[config.mk]
export PLATFORM = sky130hd
export DESIGN_NAME = cell_scan_sequencer
export DESIGN_NICKNAME = d
export VERILOG_FILES = /design/src/rtl/cell_scan_sequencer.sv
export SDC_FILE = /design/constraint.sdc
export NUM_CORES = 1
export LEC_CHECK = 0
export CAP_MARGIN = 20
export CORE_ASPECT_RATIO = 1.75
export CORE_UTILIZATION = 40
export CTS_CLUSTER_DIAMETER = 60
export DETAILED_ROUTE_END_ITERATION = 7
export DONT_BUFFER_PORTS = 1
export GPL_ROUTABILITY_DRIVEN = 0
export MAX_ROUTING_LAYER = met4
export PLACE_DENSITY = 0.65
export SKIP_LAST_GASP = 1
export SLEW_MARGIN = 10
export SYNTH_ARGS = -nofsm -noshare
export SYNTH_HDL_FRONTEND = slang
export SYNTH_SLANG_ARGS = --single-unit
[constraint.sdc]
create_clock -name clk -period 2.62 [get_ports clk]
set_input_delay 0.655 -clock clk [delete_from_list [all_inputs] [get_ports clk]]
set_output_delay 0.655 -clock clk [all_outputs]
set_load 0.01 [all_outputs]
[src/rtl/cell_scan_sequencer.sv]
// Raster-order cell scan controller: fetch cell, issue op, wait result, write pixel.
// Optional abort input is compiled in when CELL_SEQ_ABORT_EN is defined.
module cell_scan_sequencer #(
  parameter  int IMG_W  = 640,
  parameter  int IMG_H  = 480,
  parameter  int CELL_N = 3,
  localparam int OUT_W  = IMG_W - CELL_N + 1,
  localparam int OUT_H  = IMG_H - CELL_N + 1,
  localparam int XW     = $clog2(IMG_W),
  localparam int YW     = $clog2(IMG_H),
  localparam int AW     = $clog2(OUT_W * OUT_H)
) (
  input  logic          clk,
  input  logic          reset,
  input  logic          start,
  input  logic [3:0]    opcode_in,
  input  logic [7:0]    user_in,
`ifdef CELL_SEQ_ABORT_EN
  input  logic          abort,
`endif
  output logic          busy,
  output logic          done,
  output logic          err,
  output logic          fetch_req,
  output logic [XW-1:0] fetch_x,
  output logic [YW-1:0] fetch_y,
  input  logic          fetch_ack,
  output logic          proc_valid,
  input  logic          proc_ready,
  output logic [3:0]    proc_opcode,
  output logic [7:0]    proc_user,
  input  logic          res_valid,
  input  logic [23:0]   res_pixel,
  output logic          wr_en,
  output logic [AW-1:0] wr_addr,
  output logic [23:0]   wr_data
);

  typedef enum logic [2:0] {S_IDLE, S_FETCH, S_ISSUE, S_WAIT, S_WRITE, S_DONE} state_e;

  localparam logic [XW-1:0] X_LAST = XW'(OUT_W - 1);
  localparam logic [YW-1:0] Y_LAST = YW'(OUT_H - 1);
  localparam logic [3:0]    OP_MAX = 4'd11;

  state_e        state_q, state_d;
  logic [XW-1:0] x_q, x_d;
  logic [YW-1:0] y_q, y_d;
  logic [AW-1:0] addr_q, addr_d;
  logic [3:0]    opc_q, opc_d;
  logic [7:0]    usr_q, usr_d;
  logic [23:0]   data_q, data_d;
  logic          err_q, err_d;
  logic          fetch_req_q, fetch_req_d;
  logic          proc_valid_q, proc_valid_d;
  logic          wr_en_q, wr_en_d;
  logic          busy_q, busy_d;
  logic          done_q, done_d;
  logic          abort_w;

`ifdef CELL_SEQ_ABORT_EN
  assign abort_w = abort;
`else
  assign abort_w = 1'b0;
`endif

  always_ff @(posedge clk) begin
    if (reset) begin
      state_q      <= S_IDLE;
      x_q          <= '0;
      y_q          <= '0;
      addr_q       <= '0;
      opc_q        <= '0;
      usr_q        <= '0;
      data_q       <= '0;
      err_q        <= 1'b0;
      fetch_req_q  <= 1'b0;
      proc_valid_q <= 1'b0;
      wr_en_q      <= 1'b0;
      busy_q       <= 1'b0;
      done_q       <= 1'b0;
    end else begin
      state_q      <= state_d;
      x_q          <= x_d;
      y_q          <= y_d;
      addr_q       <= addr_d;
      opc_q        <= opc_d;
      usr_q        <= usr_d;
      data_q       <= data_d;
      err_q        <= err_d;
      fetch_req_q  <= fetch_req_d;
      proc_valid_q <= proc_valid_d;
      wr_en_q      <= wr_en_d;
      busy_q       <= busy_d;
      done_q       <= done_d;
    end
  end

  always_comb begin
    state_d = state_q;
    x_d     = x_q;
    y_d     = y_q;
    addr_d  = addr_q;
    opc_d   = opc_q;
    usr_d   = usr_q;
    data_d  = data_q;
    err_d   = err_q;
    case (state_q)
      S_IDLE: if (start) begin
        opc_d  = opcode_in;
        usr_d  = user_in;
        x_d    = '0;
        y_d    = '0;
        addr_d = '0;
        err_d  = (opcode_in > OP_MAX);
        state_d = (opcode_in > OP_MAX) ? S_DONE : S_FETCH;
      end
      S_FETCH: if (fetch_ack)  state_d = S_ISSUE;
      S_ISSUE: if (proc_ready) state_d = S_WAIT;
      S_WAIT: if (res_valid) begin
        data_d  = res_pixel;
        state_d = S_WRITE;
      end
      S_WRITE: begin
        addr_d = addr_q + AW'(1);
        if (x_q == X_LAST) begin
          x_d     = '0;
          y_d     = y_q + YW'(1);
          state_d = (y_q == Y_LAST) ? S_DONE : S_FETCH;
        end else begin
          x_d     = x_q + XW'(1);
          state_d = S_FETCH;
        end
      end
      S_DONE:  state_d = S_IDLE;
      default: state_d = S_IDLE;
    endcase
    if (abort_w && state_q != S_IDLE) state_d = S_IDLE;
  end

  // Strobes are flopped from the next state so each is a clean register output.
  always_comb begin
    fetch_req_d  = (state_d == S_FETCH);
    proc_valid_d = (state_d == S_ISSUE);
    wr_en_d      = (state_d == S_WRITE);
    busy_d       = (state_d != S_IDLE);
    done_d       = (state_d == S_DONE);
  end

  assign busy        = busy_q;
  assign done        = done_q;
  assign err         = err_q;
  assign fetch_req   = fetch_req_q;
  assign fetch_x     = x_q;
  assign fetch_y     = y_q;
  assign proc_valid  = proc_valid_q;
  assign proc_opcode = opc_q;
  assign proc_user   = usr_q;
  assign wr_en       = wr_en_q;
  assign wr_addr     = addr_q;
  assign wr_data     = data_q;

endmodule

Yosys cells after proc, flatten, opt, wreduce, memory -nomap -nowiden
Cells that the tools add are included.

Register bits after elaboration: 83. Input port bits: 42. Output and inout bits: 80. Word-level logic and storage cells: 52.

Add/subtract/negate cells: 3. Order comparisons: 1. Equality and inequality tests: 12. Mux-type cells: 16. Reductions and logical operators: 7.

Operator list (count): 19-bit case mux with 2 select lines (1); 3-bit 2-to-1 mux (7); 10-bit 2-to-1 mux (2); 10-bit case mux with 2 select lines (1); 19-bit by 1-bit adder with 19-bit output (second input constant) (1); 19-bit 2-to-1 mux (1); 9-bit 2-to-1 mux (2); 9-bit case mux with 2 select lines (1); 3-bit case mux with 5 select lines (1); 10-bit by 1-bit adder with 10-bit output (second input constant) (1); 10-bit equality test (second input constant) (1); 9-bit by 1-bit adder with 9-bit output (second input constant) (1); 3-bit by 2-bit equality test with 1-bit output (second input constant) (3); 3-bit equality test (second input constant) (3); 9-bit equality test (second input constant) (1); 3-bit by 1-bit equality test with 1-bit output (second input constant) (2); 2-bit AND reduction (3); 4-bit greater-than comparator (second input constant) (1); 2-bit != test (second input constant) (2); 3-bit logical NOT (1); 3-bit AND reduction (1); 3-bit nonzero test (1); 2-bit nonzero test (1).

Longest topological paths before layout
Depth after elaboration: 5. Gate-level depth with buffers: 7.

Worst setup path after synthesis
OpenSTA, ideal clock, no wires.

Path kind: flip-flop to flip-flop. Start point: register x_q[0] (netlist: fetch_x[0]). End point: register y_q[6] (netlist: fetch_y[6]). Data arrival time: 1.675 ns. Data required time: 2.550 ns. Setup slack: 0.875 ns. Cell stages (with the launch flop): 6. Period minus slack after synthesis: 1.745 ns. Cells stage by stage: dfxtp_1 ha_1 and4bb_2 a31oi_4 or4_1 a21oi_1.

Cells in the longest elaborated chain, start to end: 3.

Ends and longest elaborated chain: from (decl) (RTL line 46) `logic [XW-1:0] x_q, x_d;`; from (signal assigned) (RTL line 69) `x_q <= '0;`; from (signal assigned) (RTL line 83) `x_q <= x_d;`; 10-bit equality test (RTL line 125) `if (x_q == X_LAST) begin`; 2-bit != test (no source line); 3-bit AND reduction (no source line); to (signal assigned) (RTL line 84) `y_q <= y_d;`; to (decl) (RTL line 47) `logic [YW-1:0] y_q, y_d;`.

No other way between the ends. A chain may end at the register's enable or synchronous reset.

Worst setup path in the final report
Start point: register x_q[2] (netlist: fetch_x[2]). End point: register y_q[7] (netlist: fetch_y[7]).

Same word-level chain as after synthesis.

==> reports/qor.tcl <==
set qor(power_per_cell_area_nw_per_um2) 657
set qor(cts.reportedPaths.clkPinSlew_ns) 0.06
set qor(post_cts_buffers) 0
set qor(clock-root-buffer) {clkbuf_16}
set qor(worstPathRequired_ns) 2.88
set qor(layout_cells_sized_above_1_pct) 9.40
set qor(ant_nets) 0
set qor(timing_worst_setup_path_type) {flip-flop to flip-flop}
set qor(sum_of_routed_wire_length_over_all_layers_um) 8770
set qor(globalRouteTotalUtil_pct) 18.7
set qor(arrival_ns) 2.28
set qor(min-delay-path-class) {input pin to flip-flop}
set qor(netlist_top_cells_area) {dfxtp_1 (45%), nand2_1 (9.4%), a21oi_1 (8.8%)}
set qor(fin_crit_sh_pct) 77.0
set qor(synthDominantAreaCellType) {dfxtp_1}
set qor(vias_in_the_first_global_route) 2803
set qor(layout.cells.non_filler) 556
set qor(start_util_pct) 41.1
set qor(synth.net_count) 487
set qor(port-buffer-count) 0
set qor(fp.dieH_um) 129
set qor(postSynthRegisterBits) 83
set qor(cts.htree.levels) 3
set qor(wl_per_cell_um) 15.8
set qor(layout.nets) 478
set qor(number_of_placed_cells_counting_well_taps) 540
set qor(final-setup-viol-count) 0
set qor(syn-cell-area_um2) 3690
set qor(power.static_leakage_nw) 1.31
set qor(placement.setup.worst_slack_ns) 0.585
set qor(core_um2) 8980
set qor(fp.dieW_um) 74.6
set qor(vdd_ir_drop_max_v) 0.000330
set qor(synth_cells) 440
set qor(cp_max_fo) 16
set qor(synth.distinct_cells) 57
set qor(cts_repair_resize_count) 0
set qor(cts.hold.buffers_added) 0
set qor(placementRows) 46
set qor(fillCellCount) 926
set qor(yosysTopAreaCellShare_pct) 45.1
set qor(fin_total_pwr_mw) 2.64
set qor(synth_edf_count) 0
set qor(cts-buffers-inserted) 9
set qor(synth_warnings) 0
set qor(critPathCaptureType) {flip-flop}
set qor(hold_viol_final) 0
set qor(synthToLayoutAreaGrowth_pct) 8.79
set qor(global_route.overflow_total) 0
set qor(worstSetupStartpointType) {flip-flop}
set qor(drc_violation_total_after_the_first_tritonroute_iteration) 78
set qor(worst_slew_pin_slew_ns) 0.633
set qor(synth-seq-area-share_pct) 45.1
set qor(layout.core_utilization_pct) 44.7
set qor(multi_input_comb_area_um2) 1830
set qor(slew_violations) 0
set qor(global_route_wire_length_before_repair_um) 13300
set qor(result_of_the_run) {complete, no violations}
set qor(tritoncts) {yes}
set qor(remaining_drc_errors) 0
set qor(cts-root-to-sink-buffers) 2
set qor(setup_repair_after_global_routing_missed_its_margin) {no}
set qor(mostFrequentLayoutCells) {nand2_1 (92), dfxtp_1 (83), a21oi_1 (65), nor2_1 (21), nand3_1 (17)}
set qor(layout_commonest_cell) {nand2_1}
set qor(setup-tns-final_ns) 0
set qor(via_count) 3163
set qor(grt_max_degree) 74
set qor(yosys_most_used_dff) {dfxtp_1}
set qor(synthArstFlopShare_pct) 0
set qor(final_period_minus_worst_setup_slack_ns) 2.02
set qor(clkLatencyLatePin_ns) 0.33
set qor(floorplan.die_area_um2) 9620
set qor(max-slew-margin-rel_pct) 57.8
set qor(seq_area_um2) 1660
set qor(post-route-worst-setup-slack_ns) 0.602
set qor(synth_area_per_cell_um2) 8.38
set qor(timing.clock.skew_ns) 0.00477
set qor(routed_via_density) 5.69
set qor(max_freq_ghz) 0.496
set qor(pin_count) 122
set qor(insertedDiodeCount) 0
set qor(firstDrtPassIters) 4
set qor(place_area_um2) 3730
set qor(cts_num_sinks) 83
set qor(hpwl_um) 6250
set qor(finalHoldWorstSlack_ns) 0.385
set qor(cap_violations) 0
set qor(grt_antenna_before_repair) 0
set qor(final_area_um2) 4010
[synthesized netlist by cell type (5+ instances only)]
library cell / instances
nand4_1: 7
o21ai_0: 12
nand2_1: 92
o31ai_1: 7
dfxtp_1: 83
nor2_1: 21
nand3_1: 17
or4_1: 12
and3_1: 5
o311ai_0: 5
ha_1: 5
clkbuf_1: 14
a21oi_1: 65
buf_2: 5
buf_6: 5
inv_1: 9
[worst paths after layout]
kind                            depth (start not counted)         end  slack (ns)        from
worst min-delay path                                    1        busy        0.38       reset
worst max register to register                          4  fetch_y[7]        0.60  fetch_x[2]
worst min register to register                          2  wr_data[8]        0.50  wr_data[8]
worst max-delay path                                    4  fetch_y[7]        0.60  fetch_x[2]
[layer usage]
layer | GRT usage (%) | wire length (um)
met1 | 18.0 | 3400
met2 | 32.1 | 4520
met3 | 6.14 | 594
met4 | 9.99 | 250
met5 | - | 0
[area by class of cell]
type | count | area share (%)
inverter | 9 | 0.842
timing repair buffer | 8 | 1.50
tap | 120 | 3.74
clock inverter | 7 | 1.34
sequential | 83 | 41.4
clock buffer | 9 | 5.61
multi-input combinational | 320 | 45.5
[power by group]
part           internal [mW]  total [mW]  leakage, nW  switching (mW)
clock network          0.646        1.17        0.128           0.520
registers               1.29        1.33        0.671          0.0387
logic                 0.0487       0.141        0.510          0.0924
[cells by family (layout without fill, tap and decap cells)]
group / after synthesis / count (layout) / synth area share (%)
AO/OA/AOI/OAI: 114 / 114 / 18.9
AND/OR/NAND/NOR: 193 / 193 / 26.8
multiplexers: 5 / 5 / 1.43
adder cells (fa/ha/maj): 5 / 5 / 1.70
buffers and inverters: 37 / 33 / 5.40
XOR/XNOR: 3 / 3 / 0.713
flip-flops: 83 / 83 / 45.1
[sequential cells by signal, summed over array words and instances (netlist names)]
register and cells:
wr_addr 19, err 1, wr_data 24, proc_opcode 4, done 1, fetch_y 9
state_q 3, proc_user 8, fetch_x 10, busy 1, proc_valid 1, fetch_req 1
wr_en 1
[worst max-delay path, stage by stage, from the launching register on]
cell	delay, ns
dfxtp_1	0.49
and4_1	0.49
a31oi_4	0.26
or4_1	0.55
a21oi_1	0.16
Power figures use the tool's default switching activity.
